===== config.mk =====
export PLATFORM = sky130hd
export DESIGN_NAME = multicycle_ctrl
export DESIGN_NICKNAME = d
export VERILOG_FILES = /design/src/rtl/ctrl_pkg.sv /design/src/rtl/mem_wait_timer.sv /design/src/rtl/multicycle_ctrl.sv
export SDC_FILE = /design/constraint.sdc
export NUM_CORES = 1
export LEC_CHECK = 0
export CORE_MARGIN = 3
export CORE_UTILIZATION = 48
export CTS_CLUSTER_DIAMETER = 40
export DETAILED_ROUTE_END_ITERATION = 6
export GPL_TIMING_DRIVEN = 0
export PLACE_DENSITY = 0.82
export SLEW_MARGIN = 10
export SYNTH_ARGS = -nofsm -noshare
export SYNTH_HDL_FRONTEND = slang
export SYNTH_HIERARCHICAL = 1
export SYNTH_SLANG_ARGS = --single-unit

===== constraint.sdc =====
create_clock -name clk -period 2.52 [get_ports clk]
set_clock_uncertainty 0.2 [all_clocks]
set_input_delay 0.504 -clock clk [delete_from_list [all_inputs] [get_ports clk]]
set_output_delay 0.504 -clock clk [all_outputs]
set_load 0.02 [all_outputs]

===== src/rtl/ctrl_pkg.sv =====
// Shared encodings for the multicycle MIPS control FSM: states, opcodes,
// datapath mux codes and the bundled control-output struct.
package ctrl_pkg;

  typedef enum logic [3:0] {
    S_FETCH  = 4'd0,
    S_DECODE = 4'd1,
    S_ADDR   = 4'd2,
    S_MEM_RD = 4'd3,
    S_MEM_WR = 4'd4,
    S_WB_MEM = 4'd5,
    S_EXEC_R = 4'd6,
    S_EXEC_I = 4'd7,
    S_WB_ALU = 4'd8,
    S_BRANCH = 4'd9,
    S_JUMP   = 4'd10,
    S_JAL    = 4'd11,
    S_TRAP   = 4'd12
  } state_t;

  localparam logic [5:0] OP_RTYPE = 6'h00;
  localparam logic [5:0] OP_J     = 6'h02;
  localparam logic [5:0] OP_JAL   = 6'h03;
  localparam logic [5:0] OP_BEQ   = 6'h04;
  localparam logic [5:0] OP_BNE   = 6'h05;
  localparam logic [5:0] OP_ADDI  = 6'h08;
  localparam logic [5:0] OP_LW    = 6'h23;
  localparam logic [5:0] OP_SW    = 6'h2B;

  localparam logic [1:0] ALUOP_ADD   = 2'b00;
  localparam logic [1:0] ALUOP_SUB   = 2'b01;
  localparam logic [1:0] ALUOP_FUNCT = 2'b10;

  localparam logic [1:0] ALUSRCB_RT     = 2'b00;
  localparam logic [1:0] ALUSRCB_FOUR   = 2'b01;
  localparam logic [1:0] ALUSRCB_IMM    = 2'b10;
  localparam logic [1:0] ALUSRCB_IMM_SH = 2'b11;

  localparam logic [1:0] PCSRC_ALU    = 2'b00;
  localparam logic [1:0] PCSRC_ALUOUT = 2'b01;
  localparam logic [1:0] PCSRC_JUMP   = 2'b10;

  localparam logic [1:0] REGDST_RT  = 2'b00;
  localparam logic [1:0] REGDST_RD  = 2'b01;
  localparam logic [1:0] REGDST_R31 = 2'b10;

  localparam logic [1:0] MEMTOREG_ALU = 2'b00;
  localparam logic [1:0] MEMTOREG_MDR = 2'b01;
  localparam logic [1:0] MEMTOREG_PC  = 2'b10;

  typedef struct packed {
    logic       pc_write;
    logic       beq;
    logic       bne;
    logic       iord;
    logic       mem_read;
    logic       mem_write;
    logic       ir_write;
    logic [1:0] reg_dst;
    logic [1:0] mem_to_reg;
    logic       reg_write;
    logic       alu_src_a;
    logic [1:0] alu_src_b;
    logic [1:0] alu_op;
    logic [1:0] pc_source;
    logic       retire;
  } ctrl_out_t;

endpackage


===== src/rtl/mem_wait_timer.sv =====
// Counts cycles spent waiting on mem_ready; expired flags the last allowed
// wait cycle (count == TIMEOUT_CYC-1).
module mem_wait_timer #(
  parameter int TIMEOUT_CYC = 16,
  parameter int CNT_W       = 5
) (
  input  logic clk,
  input  logic rst,
  input  logic clear,
  input  logic inc,
  output logic expired
);

  logic [CNT_W-1:0] count_reg;

  always_ff @(posedge clk) begin
    if (rst || clear) begin
      count_reg <= '0;
    end else if (inc && !expired) begin
      count_reg <= count_reg + 1'b1;
    end
  end

  assign expired = (count_reg == CNT_W'(TIMEOUT_CYC - 1));

endmodule


===== src/rtl/multicycle_ctrl.sv =====
// Multi-cycle MIPS control FSM with memory-ready stalls, timeout and illegal-opcode traps.
// Optional feature: define CTRL_JAL_EN to decode opcode 0x03 as jal (otherwise it traps).
module multicycle_ctrl
  import ctrl_pkg::*;
#(
  parameter int OP_W        = 6,
  parameter int TIMEOUT_CYC = 16,
  parameter int CNT_W       = 5
) (
  input  logic            clk,
  input  logic            rst,
  input  logic [OP_W-1:0] opcode,
  input  logic            mem_ready,
  output logic            PCWrite,
  output logic            beq,
  output logic            bne,
  output logic            IorD,
  output logic            MemRead,
  output logic            MemWrite,
  output logic            IRWrite,
  output logic [1:0]      RegDst,
  output logic [1:0]      MemtoReg,
  output logic            RegWrite,
  output logic            ALUSrcA,
  output logic [1:0]      ALUSrcB,
  output logic [1:0]      ALUOp,
  output logic [1:0]      PCSource,
  output logic            retire,
  output logic            illegal,
  output logic            bus_err
);

  state_t          state_reg, state_next;
  logic [OP_W-1:0] op_reg;
  logic            illegal_reg, bus_err_reg;
  logic            set_illegal, set_bus_err;
  logic            mem_wait, timer_clear, expired;
  ctrl_out_t       o, outs;

  always_ff @(posedge clk) begin
    if (rst) begin
      state_reg   <= S_FETCH;
      op_reg      <= '0;
      illegal_reg <= 1'b0;
      bus_err_reg <= 1'b0;
    end else begin
      state_reg <= state_next;
      if (state_reg == S_DECODE) op_reg <= opcode;
      if (set_illegal) illegal_reg <= 1'b1;
      if (set_bus_err) bus_err_reg <= 1'b1;
    end
  end

  always_comb begin
    state_next  = state_reg;
    o           = '0;
    set_illegal = 1'b0;
    set_bus_err = 1'b0;
    mem_wait    = 1'b0;
    case (state_reg)
      S_FETCH: begin
        o.mem_read = 1'b1;
        if (mem_ready) begin
          o.ir_write  = 1'b1;
          o.alu_src_b = ALUSRCB_FOUR;
          o.alu_op    = ALUOP_ADD;
          o.pc_write  = 1'b1;
          o.pc_source = PCSRC_ALU;
          state_next  = S_DECODE;
        end else begin
          mem_wait = 1'b1;
        end
      end
      S_DECODE: begin
        o.alu_src_b = ALUSRCB_IMM_SH;
        o.alu_op    = ALUOP_ADD;
        case (opcode)
          OP_W'(OP_RTYPE):            state_next = S_EXEC_R;
          OP_W'(OP_LW), OP_W'(OP_SW): state_next = S_ADDR;
          OP_W'(OP_BEQ), OP_W'(OP_BNE): state_next = S_BRANCH;
          OP_W'(OP_J):                state_next = S_JUMP;
          OP_W'(OP_ADDI):             state_next = S_EXEC_I;
`ifdef CTRL_JAL_EN
          OP_W'(OP_JAL):              state_next = S_JAL;
`else
          OP_W'(OP_JAL): begin
            state_next  = S_TRAP;
            set_illegal = 1'b1;
          end
`endif
          default: begin
            state_next  = S_TRAP;
            set_illegal = 1'b1;
          end
        endcase
      end
      S_ADDR: begin
        o.alu_src_a = 1'b1;
        o.alu_src_b = ALUSRCB_IMM;
        o.alu_op    = ALUOP_ADD;
        state_next  = (op_reg == OP_W'(OP_LW)) ? S_MEM_RD : S_MEM_WR;
      end
      S_MEM_RD: begin
        o.iord     = 1'b1;
        o.mem_read = 1'b1;
        if (mem_ready) state_next = S_WB_MEM;
        else           mem_wait   = 1'b1;
      end
      S_MEM_WR: begin
        o.iord      = 1'b1;
        o.mem_write = 1'b1;
        if (mem_ready) begin
          o.retire   = 1'b1;
          state_next = S_FETCH;
        end else begin
          mem_wait = 1'b1;
        end
      end
      S_WB_MEM: begin
        o.reg_dst    = REGDST_RT;
        o.mem_to_reg = MEMTOREG_MDR;
        o.reg_write  = 1'b1;
        o.retire     = 1'b1;
        state_next   = S_FETCH;
      end
      S_EXEC_R: begin
        o.alu_src_a = 1'b1;
        o.alu_src_b = ALUSRCB_RT;
        o.alu_op    = ALUOP_FUNCT;
        state_next  = S_WB_ALU;
      end
      S_EXEC_I: begin
        o.alu_src_a = 1'b1;
        o.alu_src_b = ALUSRCB_IMM;
        o.alu_op    = ALUOP_ADD;
        state_next  = S_WB_ALU;
      end
      S_WB_ALU: begin
        o.reg_dst    = (op_reg == OP_W'(OP_RTYPE)) ? REGDST_RD : REGDST_RT;
        o.mem_to_reg = MEMTOREG_ALU;
        o.reg_write  = 1'b1;
        o.retire     = 1'b1;
        state_next   = S_FETCH;
      end
      S_BRANCH: begin
        o.alu_src_a = 1'b1;
        o.alu_src_b = ALUSRCB_RT;
        o.alu_op    = ALUOP_SUB;
        o.pc_source = PCSRC_ALUOUT;
        o.beq       = (op_reg == OP_W'(OP_BEQ));
        o.bne       = (op_reg != OP_W'(OP_BEQ));
        o.retire    = 1'b1;
        state_next  = S_FETCH;
      end
      S_JUMP: begin
        o.pc_source = PCSRC_JUMP;
        o.pc_write  = 1'b1;
        o.retire    = 1'b1;
        state_next  = S_FETCH;
      end
      S_JAL: begin
        // PC already holds PC+4 here, so it is the link value for r31.
        o.pc_source  = PCSRC_JUMP;
        o.pc_write   = 1'b1;
        o.reg_dst    = REGDST_R31;
        o.mem_to_reg = MEMTOREG_PC;
        o.reg_write  = 1'b1;
        o.retire     = 1'b1;
        state_next   = S_FETCH;
      end
      S_TRAP:  state_next = S_TRAP;
      default: state_next = S_TRAP;
    endcase
    // A late mem_ready on the final allowed cycle wins over the timeout.
    if (mem_wait && expired) begin
      state_next  = S_TRAP;
      set_bus_err = 1'b1;
    end
  end

  assign timer_clear = !mem_wait;

  mem_wait_timer #(
    .TIMEOUT_CYC(TIMEOUT_CYC),
    .CNT_W      (CNT_W)
  ) u_timer (
    .clk    (clk),
    .rst    (rst),
    .clear  (timer_clear),
    .inc    (mem_wait),
    .expired(expired)
  );

  assign outs     = rst ? '0 : o;
  assign PCWrite  = outs.pc_write;
  assign beq      = outs.beq;
  assign bne      = outs.bne;
  assign IorD     = outs.iord;
  assign MemRead  = outs.mem_read;
  assign MemWrite = outs.mem_write;
  assign IRWrite  = outs.ir_write;
  assign RegDst   = outs.reg_dst;
  assign MemtoReg = outs.mem_to_reg;
  assign RegWrite = outs.reg_write;
  assign ALUSrcA  = outs.alu_src_a;
  assign ALUSrcB  = outs.alu_src_b;
  assign ALUOp    = outs.alu_op;
  assign PCSource = outs.pc_source;
  assign retire   = outs.retire;
  assign illegal  = illegal_reg & ~rst;
  assign bus_err  = bus_err_reg & ~rst;

endmodule

# Yosys cells after proc, flatten, opt, wreduce, memory -nomap -nowiden
# Index checks and enable logic that the tools add are counted.
word_totals:
  wordCells: 86
  n_memories: 0
  mem_bits_rw: 0
  mem_bits_ro: 0
  ff_bits: 17
  inputBits: 9
  latchBits: 0
op_classes:
  n_div: 0
  n_addsub: 1
  reduce_logical: 22
  mux: 27
  magnitude_cmp: 0
  n_mul: 0
  eq_ne: 27
  bitwise_logic: 3
  shift: 0
ops:
  columns: ["cell", "count"]
  rows:
  - ["4-bit case mux with 5 select lines", 2]
  - ["4-bit case mux with 7 select lines", 1]
  - ["20-bit two-way mux", 1]
  - ["6-bit by 3-bit == test with 1-bit output, second input constant", 3]
  - ["6-bit == test, second input constant", 3]
  - ["4-bit by 3-bit == test with 1-bit output, second input constant", 4]
  - ["4-bit == test, second input constant", 4]
  - ["4-bit two-way mux", 4]
  - ["2-bit OR reduction", 8]
  - ["5-bit case mux with 3 select lines", 1]
  - ["6-bit logical NOT", 2]
  - ["1-bit two-way mux", 12]
  - ["3-bit inequality test, second input constant", 3]
  - ["4-bit by 2-bit == test with 1-bit output, second input constant", 2]
  - ["7-bit OR reduction", 1]
  - ["6-bit by 2-bit == test with 1-bit output, second input constant", 1]
  - ["6-bit by 4-bit == test with 1-bit output, second input constant", 1]
  - ["2-bit inequality test, second input constant", 3]
  - ["6-bit by 3-bit inequality test with 1-bit output, second input constant", 1]
  - ["2-bit case mux with 3 select lines", 1]
  - ["3-bit AND reduction", 2]
  - ["5-bit by 1-bit adder with 5-bit output, second input constant", 1]
  - ["5-bit by 4-bit == test with 1-bit output, second input constant", 1]
  - ["5-bit two-way mux", 1]
  - ["other kinds (13)", 17]

# Depth between registers and ports, before layout
logic_depth:
  word_depth: 6
  depth_mapped: 6
  depth_no_buf: 6

# Modules after synthesis
# Netlist, hierarchy kept.
modules_own_cells:
  columns: ["mod", "area_per_inst_um2", "seq_area_each_um2", "cells_per_inst", "n_inst"]
  rows:
  - ["multicycle_ctrl", 949.7, 240.2, 140, 1]
  - ["mem_wait_timer", 241.5, 100.1, 26, 1]

# Worst setup path before layout
# No wires, ideal clock.
synth_path:
  path_kind: "input to output"
  start: "input port rst"
  end: "output port bne"
  t_arrival_ns: 1.843
  path_buffers: 1
  slack_ns: -0.027
  cell_stages: 3
  cell_sequence: "clkbuf_1 -> nor3_1 -> a21boi_0"
synth_between:
  elab_chain_len: 1
synth_lines:
  columns: ["item", "line_no", "source"]
  rows:
  - ["from (decl)", "multicycle_ctrl.sv:11", "input logic rst,"]
  - ["20-bit two-way mux", "multicycle_ctrl.sv:194", "assign outs = rst ? '0 : o;"]
  - ["to (decl)", "multicycle_ctrl.sv:16", "output logic bne,"]
# Every way passes these cells.

# Worst setup path after layout
layout_path:
  start: "register state_reg[1]"
  end: "output port ALUSrcB[0]"
layout_between:
  elab_chain_len: 4
  elab_cells_between_ends: 9
layout_lines:
  columns: ["item", "line_no", "source"]
  rows:
  - ["from (decl)", "multicycle_ctrl.sv:33", "state_t state_reg, state_next;"]
  - ["from (signal assigned)", "multicycle_ctrl.sv:47", "state_reg <= state_next;"]
  - ["4-bit by 3-bit == test with 1-bit output / 4-bit by 2-bit == test with 1-bit output (equally long branches)", "multicycle_ctrl.sv:60", "case (state_reg)"]
  - ["2-bit OR reduction (no source line)", null, null]
  - ["4-bit case mux with 5 select lines *", "multicycle_ctrl.sv:60", null]
  - ["20-bit two-way mux *", "multicycle_ctrl.sv:194", null]
  - ["to (decl)", "multicycle_ctrl.sv:25", "output logic [1:0] ALUSrcB,"]
# Mark *: on every way between the ends. The rest lies on a longest branch, timed or not.

==> run metrics <==
GRT Overall Usage=between 20% and 30%; worst-path fanout max=10; EDFF count, synth=0; Mapped Cells=166; antenna cells=0; Net Count, Synth=177; Worst path max stage delay=between 300 and 400 ps; deepest clock path buffer count=2; Syn Area/Cell=7.18 sq um; DRC viols=0; cts bufs inserted=3; largest net degree at the start of global routing=11; sw power=0.390 mW; share of layout cells above drive strength 1=19.0%; flops & latches, synth=17; crit-path cells=buf_6 > nor2_2 > nand3_4 > o21ai_0 > dlygate4sd2_1; first-pass GRT wire length=~5400 um; # clock sinks=17; Max Cap Violations=0; clock transition at the registers of the reported paths=100 ps; worst skew pair latency=roughly 300 ps; via count=1309; cell-internal power=about 0.54 mW; vias per std cell=roughly 5.7; DR iter-0 viols=30; DR WL/cell=14.4 um; synth warn=6; setup violators final=0; share of synthesized flip-flops with an asynchronous set or reset=0%; Max Clock Freq=0.408 GHz; Routed WL=~3300 um; crit path max-delay cell type=dfxtp_1; drt first pass iters=4; # nets final=212; Crit path max-delay family=buffers and inverters; layout overhead on the synthesized area=31.4%; Comb pwr share=between 40 and 50%; hold_buf cts=0; final core utilization=68.8%; relative slew slack=65.0%; CP arrival=between 1500 and 2000 ps; worst ir drop on vdd=463 uV; pwr dens=593 nW/um^2; initial antenna violation count=0; area of the core=2280 sq um; Routed Antenna Nets=0; final period utilization=a little over nine tenths; DP Cell Count=224; area of the mapped netlist=1190 sq um; clock share of power=16.3%; I/O Buffers=30; leakage power=just over 0.7 nW; setup_tns=0 ps; critical path required time=around 1800 ps; die area=3120 sq um; register share of total power=35.2%; design area=roughly 1600 sq um; Hold WC Path Type=register to register; global placement routability congestion=0.912; Ports=31; sw frac=42.0%; number of flip-flops in the largest register=6; post-layout minimum cycle time=~2400 ps; WP buf/inv=2; worst-margin pin slew=522 ps; dominant cells by area after synthesis=dfxtp_1 29%, nor2_1 7.6%, nand2_1 7.2%; CTS tree=done; CTS root buffer=clkbuf_4; number of global-route vias before repair=approximately 1200; CP Launch Type=register; Die W=55.8 um; Setup CP Type=register to output port; Hold Vio Cnt, Final=0; Initial Utilization=52.3%; Hold Slack=282 ps; Cell Count, Final, Fillers Out=about 230; Top FF cell, synth=dfxtp_1; H-Tree Depth=1; placed inst area=1530 sq um; # rows=17; CP Capture Type=output port; status=finished clean; final max-slew violation count=0; area share of the largest cell type after synthesis=between 20% and 30%; sequential share of the synthesized area=approximately 29%; Unique masters post-synth=47; GRT overflow=0; Synth area leader=dfxtp_1; Detailed Place HPWL=2520 um; die height=55.8 um
[logic make-up after synthesis]
logic type / after synthesis / synth area share [%]
xor gates and xnor gates: 3 / 2.21
adders and majority gates: 2 / 2.10
DFF: 17 / 28.6
buffers and inverters: 15 / 6.20
and+or+nand+nor: 89 / 38.3
AOI/OAI and AO/OA: 40 / 22.6
[power groups by stage]
stage	registers (mW)	clock network (mW)	logic [mW]
floorplan	0.323	0	0.303
global placement	0.328	0	0.429
detailed placement	0.330	0	0.439
CTS	0.326	0.154	0.437
global route	0.331	0.168	0.485
finish	0.327	0.151	0.450
[through the flow]
step	worst slack [ps]	total power, mW
global placement	-580	0.757
global route	-10.4	0.984
CTS	6.18	0.917
finish	71.2	0.928
floorplan	53.1	0.626
detailed placement	-595	0.769
[path summary, 6_finish.rpt]
path | startpoint | end | slack [ps] | depth (start not counted)
max | state_reg[1] | ALUSrcB[0] | 70 | 5
min | u_timer/count_reg[1] | u_timer/count_reg[1] | 280 | 2
max reg2reg | state_reg[0] | u_timer/count_reg[4] | 420 | 6
min reg2reg | u_timer/count_reg[1] | u_timer/count_reg[1] | 280 | 2
[placed cells by master (no fill, tap or decap), types with 4 or more instances in the layout]
cell type         n
dlygate4sd2_1    14
inv_1             4
nand3_1           4
nor3_2            5
dfxtp_1          16
nor2b_1           5
nor2_1           23
and3_1            4
a21oi_1          14
clkdlybuf4s50_1   6
a211oi_1          4
nor3_1            4
o21ai_0           6
clkbuf_2          7
nand2_1          23
[timing repair]
action,CTS,global route
pin swaps,1,0
setup buffers,1,0
gates resized for setup,39,16
endpoints found under the setup margin,22,11
[final cells by class]
| type | count | area (sq um) |
|---|---|---|
| Multi-Input combinational cell | 134 | 807 |
| Buffer | 8 | 62.6 |
| Inverter | 6 | 22.5 |
| Clock buffer | 3 | 22.5 |
| Tap cell | 28 | 35.0 |
| Fill cell | 211 | 711 |
| Sequential cell | 17 | 342 |
| Clock inverter | 1 | 5.00 |
| Timing Repair Buffer | 31 | 269 |
[worst min-delay path: stages, from the launching register on]
cell and delay [ps]:
dfxtp_1 340, nand2_1 60, a21oi_1 50
[synthesized netlist by cell type (2+ instances only)]
cell type,number
a211oi_1,4
a21oi_1,14
a31oi_1,2
and3_1,4
buf_2,2
buf_4,2
clkbuf_1,4
dfxtp_1,17
ha_1,2
inv_1,5
nand2_1,23
nand2b_1,3
nand3_1,5
nand3b_1,2
nor2_1,24
nor2b_1,5
nor3_1,7
nor3_2,2
o211ai_1,2
o21ai_0,6
or2_2,3
or3_1,2
xnor2_1,2
[metal layers]
layer  vias to the layer above  share of wire, %  routed length, um  GRT usage [%]
met4                         0               2.6                 87           9.15
met1                       591                42               1400           26.0
met5                         -                 0                  0              0
met2                        54                48               1590           36.0
met3                         9               6.4                210           3.02
li1                        655                 -                  -              -
(Power assumes the default switching activity.)
==> patch 1: new RTL, same flow settings <==
`TIMEOUT_CYC` is set to 16 in 2 places; all go to 8.
--- a/src/rtl/mem_wait_timer.sv
+++ b/src/rtl/mem_wait_timer.sv
@@ -3,3 +3,3 @@
 module mem_wait_timer #(
-  parameter int TIMEOUT_CYC = 16,
+  parameter int TIMEOUT_CYC = 8,
   parameter int CNT_W       = 5
--- a/src/rtl/multicycle_ctrl.sv
+++ b/src/rtl/multicycle_ctrl.sv
@@ -6,3 +6,3 @@
   parameter int OP_W        = 6,
-  parameter int TIMEOUT_CYC = 16,
+  parameter int TIMEOUT_CYC = 8,
   parameter int CNT_W       = 5
Behaviour: not the same (Yosys sat finds a counterexample within 10 cycles, from zero or initial values and one cycle with rst high).
==> patch 1 against the unedited design <==
Wire length shrank 3.0%. Die area grew 0.38%. Count of clock-buffer cells in the layout grew 1. Final area grew 0.16%. Total power shrank 2.8%. Via count grew 3.1%. Synthesized area grew 0.42%. First-iteration DRC count grew 43%. Sequential cell count is the same. Global-route usage grew 1.3 points. Setup slack lost 0.020 ns. Maximum frequency shrank 0.83%. Sequential share of layout area is essentially flat. Largest cell class unchanged.
==> patch 1: results (changes against the unedited design) <==
* Status: complete, no violations
* R2R Setup Slk at 0.45 ns (+0.03 ns)
* DP Area at 1530 um^2 (+0.33%)
* Tot GR Track Use at 0.223 (+0.0129)
* M1 GR Usage at 0.291 (+0.0313)
* Worst Max-Slew Pin Slew at 0.551 ns (+0.0290 ns)
* Met2 wire len at 1.49 mm (-6.5%)
* Pleak at 0.000690 uW (-2.4%)
* First-pass GRT wire length at 5.73 mm (+7.1%)
* Worst Reg-to-Reg Cells at 7 (+1)
* Clock buf/inv share at 0.0168 (-0.000826)
* DR WL/cell at 14.0 um (-3.0%)
* Vias in the first global route at 1302 (+5.5%)
* Non-clk buf share at 0.208 (-0.00353)
* FF+latch count at 17 (unchanged)
* Seq/Total Area, Yosys at 0.285 (-0.00120)
* Layout cells sized above 1 at 0.200 (+0.0100)
* Maximum VDD drop at 0.446 mV (-3.8%)
* Min-Delay Endpoint: op_reg[5]$_SDFFE_PP0P_
* Internal power at 529 uW (-1.7%)
* Synth top cells by count: nand2_1, nor2_1, dfxtp_1
* Fin nets at 211 (-0.47%)
* CP delay by family, top: simple AND/OR/NAND/NOR gates
* Psw at 373 uW (-4.4%)
* Met3 usage at 0.0325 (+0.00232)
* Crit-path max FO at 9 (-1)
* Synth area leaders: dfxtp_1, nand2_1, nor2_1
* CP peak stage delay at 0.32 ns (-0.03 ns)
* Post-CTS Setup Repair Bufs at 0 (-1)
patch 1: worst max-delay path by stage:
stage                                          from  slack, ns    endpoint
final                     state_reg[0]$_SDFFE_PP0P_       0.05        IorD
after global routing      state_reg[2]$_SDFFE_PP0P_     -0.005   RegDst[1]
after CTS                 state_reg[1]$_SDFFE_PP0P_      -0.09    RegWrite
after detailed placement                        rst      -0.73     MemRead
after global placement                          rst      -0.69  ALUSrcB[0]
after floorplan                                 rst       0.05   RegDst[1]
patch 1: stage by stage:
stage / std cells / hold slack (ns)
final: 228 / 0.282
after global routing: 228 / 0.315
after CTS: 228 / 0.283
after detailed placement: 225 / 0.267
after global placement: 225 / 0.248
after floorplan: 167 / 0.229
patch 1: kinds of logic (layout without fill, tap and decap cells):
logic type      Yosys count  count (layout)  synth area share
xor+xnor                  2               2            0.0146
simple gates             89              89             0.382
fa+ha+maj                 1               1            0.0105
buf+inv                  16              49            0.0659
flops                    17              17             0.285
compound gates           42              42             0.243
==> patch 2: new RTL, same flow settings <==
Made on the original files. Register the output `bus_err`, without a reset; this adds one clock of latency there. The other outputs are not delayed to match.
--- a/src/rtl/multicycle_ctrl.sv
+++ b/src/rtl/multicycle_ctrl.sv
@@ -210,3 +210,5 @@
   assign illegal  = illegal_reg & ~rst;
-  assign bus_err  = bus_err_reg & ~rst;
+  always_ff @(posedge clk) begin
+    bus_err <= bus_err_reg & ~rst;
+  end
 
Check against the original RTL: no difference found for any inputs over 10 cycles, from zero or initial values and one cycle with rst high; that may be too few to reach the edited logic, so the function may still have changed.
==> patch 2 against the unedited design <==
Wire length down 7.9%. Total power up 44%. Via count down 8.3%. Final area down 1.2%. Count of clock-buffer cells in the layout up 1. Critical path depth unchanged. First-iteration DRC count up 90%. Register-to-register slack worse by 0.07 ns. Synthesized area down 4.3%. Clock power up 19%. Setup slack worse by 0.035 ns. Sequential cell count up 1. Largest cell class unchanged.
==> patch 2: results (changes against the unedited design) <==
* Max reg flops at 6 (unchanged)
* Post-CTS Setup Repair Bufs at 0 (-1)
* Setup crit start: mem_ready
* Syn Area/Cell at 7.65 um^2 (+6.6%)
* Synth area leaders: dfxtp_1, a21oi_1, nand2_1
* M1 GR Usage at 0.280 (+0.0200)
* Post-Syn Nets at 160 (-9.6%)
* Pre-antenna DRT Iters at 4 (unchanged)
* Number of fill cells at 217 (+2.8%)
* Vias in the first global route at 1139 (-7.7%)
* Detailed Route Iter0 Violations at 57 (+90%)
* Slew HR at 0.619 (-0.0311)
* DR WL/cell at 14.4 um (-0.45%)
* Pleak at 0.000657 uW (-7.1%)
* Drt via density at 5.69 (-0.86%)
* Reg clk slew, reported paths at 0.10 ns (about the same)
* Synth top cells by count: dfxtp_1, nand2_1, a21oi_1
* Clock root buffer master: clkbuf_4
* Layout cells sized above 1 at 0.191 (+0.00126)
* Clock buffer count from CTS at 3 (unchanged)
* Post-Route WL at 3.03 mm (-7.9%)
* Fin nets at 195 (-8.0%)
* Reg2reg start: state_reg[1]$_SDFFE_PP0P_
* Worst EP arrival at 1.78 ns (+0.04 ns)
* Psw at 594 uW (+52%)
* Initial antenna violation count at 0 (unchanged)
* Met3 usage at 0.0191 (-0.0111)
* Latest clock arrival within the worst-skew pair at 0.30 ns (about the same)
* GPL Wtd Cong at 0.928 (+1.8%)
* Seq/Total Area, Yosys at 0.316 (+0.0304)
* Met2 Track Usage GR at 0.386 (+0.0260)
* Cells after DPL at 207 (-7.6%)
* HPWL after detailed placement at 2.26 mm (-10%)
* Largest net degree at the start of global routing at 12 (+1)
* First-pass GRT wire length at 4.99 mm (-6.8%)
* Maximum VDD drop at 0.549 mV (+18%)
* Tot GR Track Use at 0.232 (+0.0217)
* Status: complete, no violations
* Crit-path max FO at 3 (-7)
* Beginning of the worst hold path: illegal_reg$_SDFFE_PP0P_
==> patch 2: changes by cell type in the layout (fill, tap and decap cells not counted), moves of 3 or more <==
cell	change
clkdlybuf4s50_1	+4
nand2_1	-6
clkbuf_2	-6
nor2_1	-12
nor3_2	-4
or3_1	+3
clkbuf_4	+4
o21ai_0	-3
nor2b_1	-3
==> patch 2: power groups by stage <==
stage                     Clock [uW]  Sequential, uW  Combinational (uW)
final                            179             418                 735
after global routing             197             425                 815
after CTS                        185             409                 705
after detailed placement           0             407                 709
after global placement             0             402                 696
after floorplan                    0             388                 492
==> patch 2: cell families (layout without fill, tap and decap cells) <==
| family | after synthesis | in the layout | share of synthesized area |
|---|---|---|---|
| AOI/OAI and AO/OA | 38 | 38 | 0.234 |
| adders and majority gates | 2 | 2 | 0.0220 |
| DFF | 18 | 18 | 0.316 |
| buffers and inverters | 15 | 49 | 0.0593 |
| and+or+nand+nor | 73 | 73 | 0.346 |
| xor gates and xnor gates | 3 | 3 | 0.0231 |
==> patch 2: worst paths after layout <==
path / cells past startpoint / slack (ns) / endpoint
max reg2reg: 6 / 0.35 / u_timer/count_reg[4]$_SDFFE_PP0P_
max: 5 / 0.04 / PCWrite
min reg2reg: 2 / 0.27 / illegal_reg$_SDFFE_PP0P_
min: 2 / 0.27 / illegal_reg$_SDFFE_PP0P_
==> patch 2: final cells by class <==
| class | count | area [um^2] | area share |
|---|---|---|---|
| Tap cell | 28 | 35.0 | 0.0227 |
| Timing Repair Buffer | 30 | 279 | 0.180 |
| Inverter | 7 | 26.3 | 0.0170 |
| Sequential cell | 18 | 367 | 0.237 |
| Multi-Input combinational cell | 116 | 746 | 0.482 |
| Clock buffer | 4 | 36.3 | 0.0235 |
| Buffer | 8 | 57.6 | 0.0372 |
==> patch 2: critical path: stages <==
cell             delay, ns
clkdlybuf4s50_1       0.48
nand4b_1              0.16
inv_1                 0.06
or2_2                 0.28
clkdlybuf4s15_1       0.28
==> patch 2: layer usage <==
metal / routed length, um / up-vias
met4: 92 / 0
met1: 1330 / 540
met5: 0 / -
met3: 173 / 7
li1: - / 612
met2: 1440 / 42
==> patch 2: repair_timing <==
| action | in CTS | in global routing |
|---|---|---|
| setup endpoints to repair | 21 | 14 |
| resized for setup | 38 | 15 |
| pin swaps | 0 | 1 |
==> patch 2: metrics by stage <==
| step | utilization | setup slack, ns | cell area [um^2] | power, uW |
|---|---|---|---|---|
| 3_5_place_dp | 0.661 | -0.784 | 1480 | 1120 |
| 5_1_grt | 0.692 | -0.0814 | 1550 | 1440 |
| 3_3_place_gp | 0.661 | -0.785 | 1480 | 1100 |
| 2_1_floorplan | - | 0.190 | 1140 | 879 |
| 4_1_cts | 0.686 | -0.0171 | 1530 | 1300 |
| 6_report | 0.692 | 0.0365 | 1550 | 1330 |
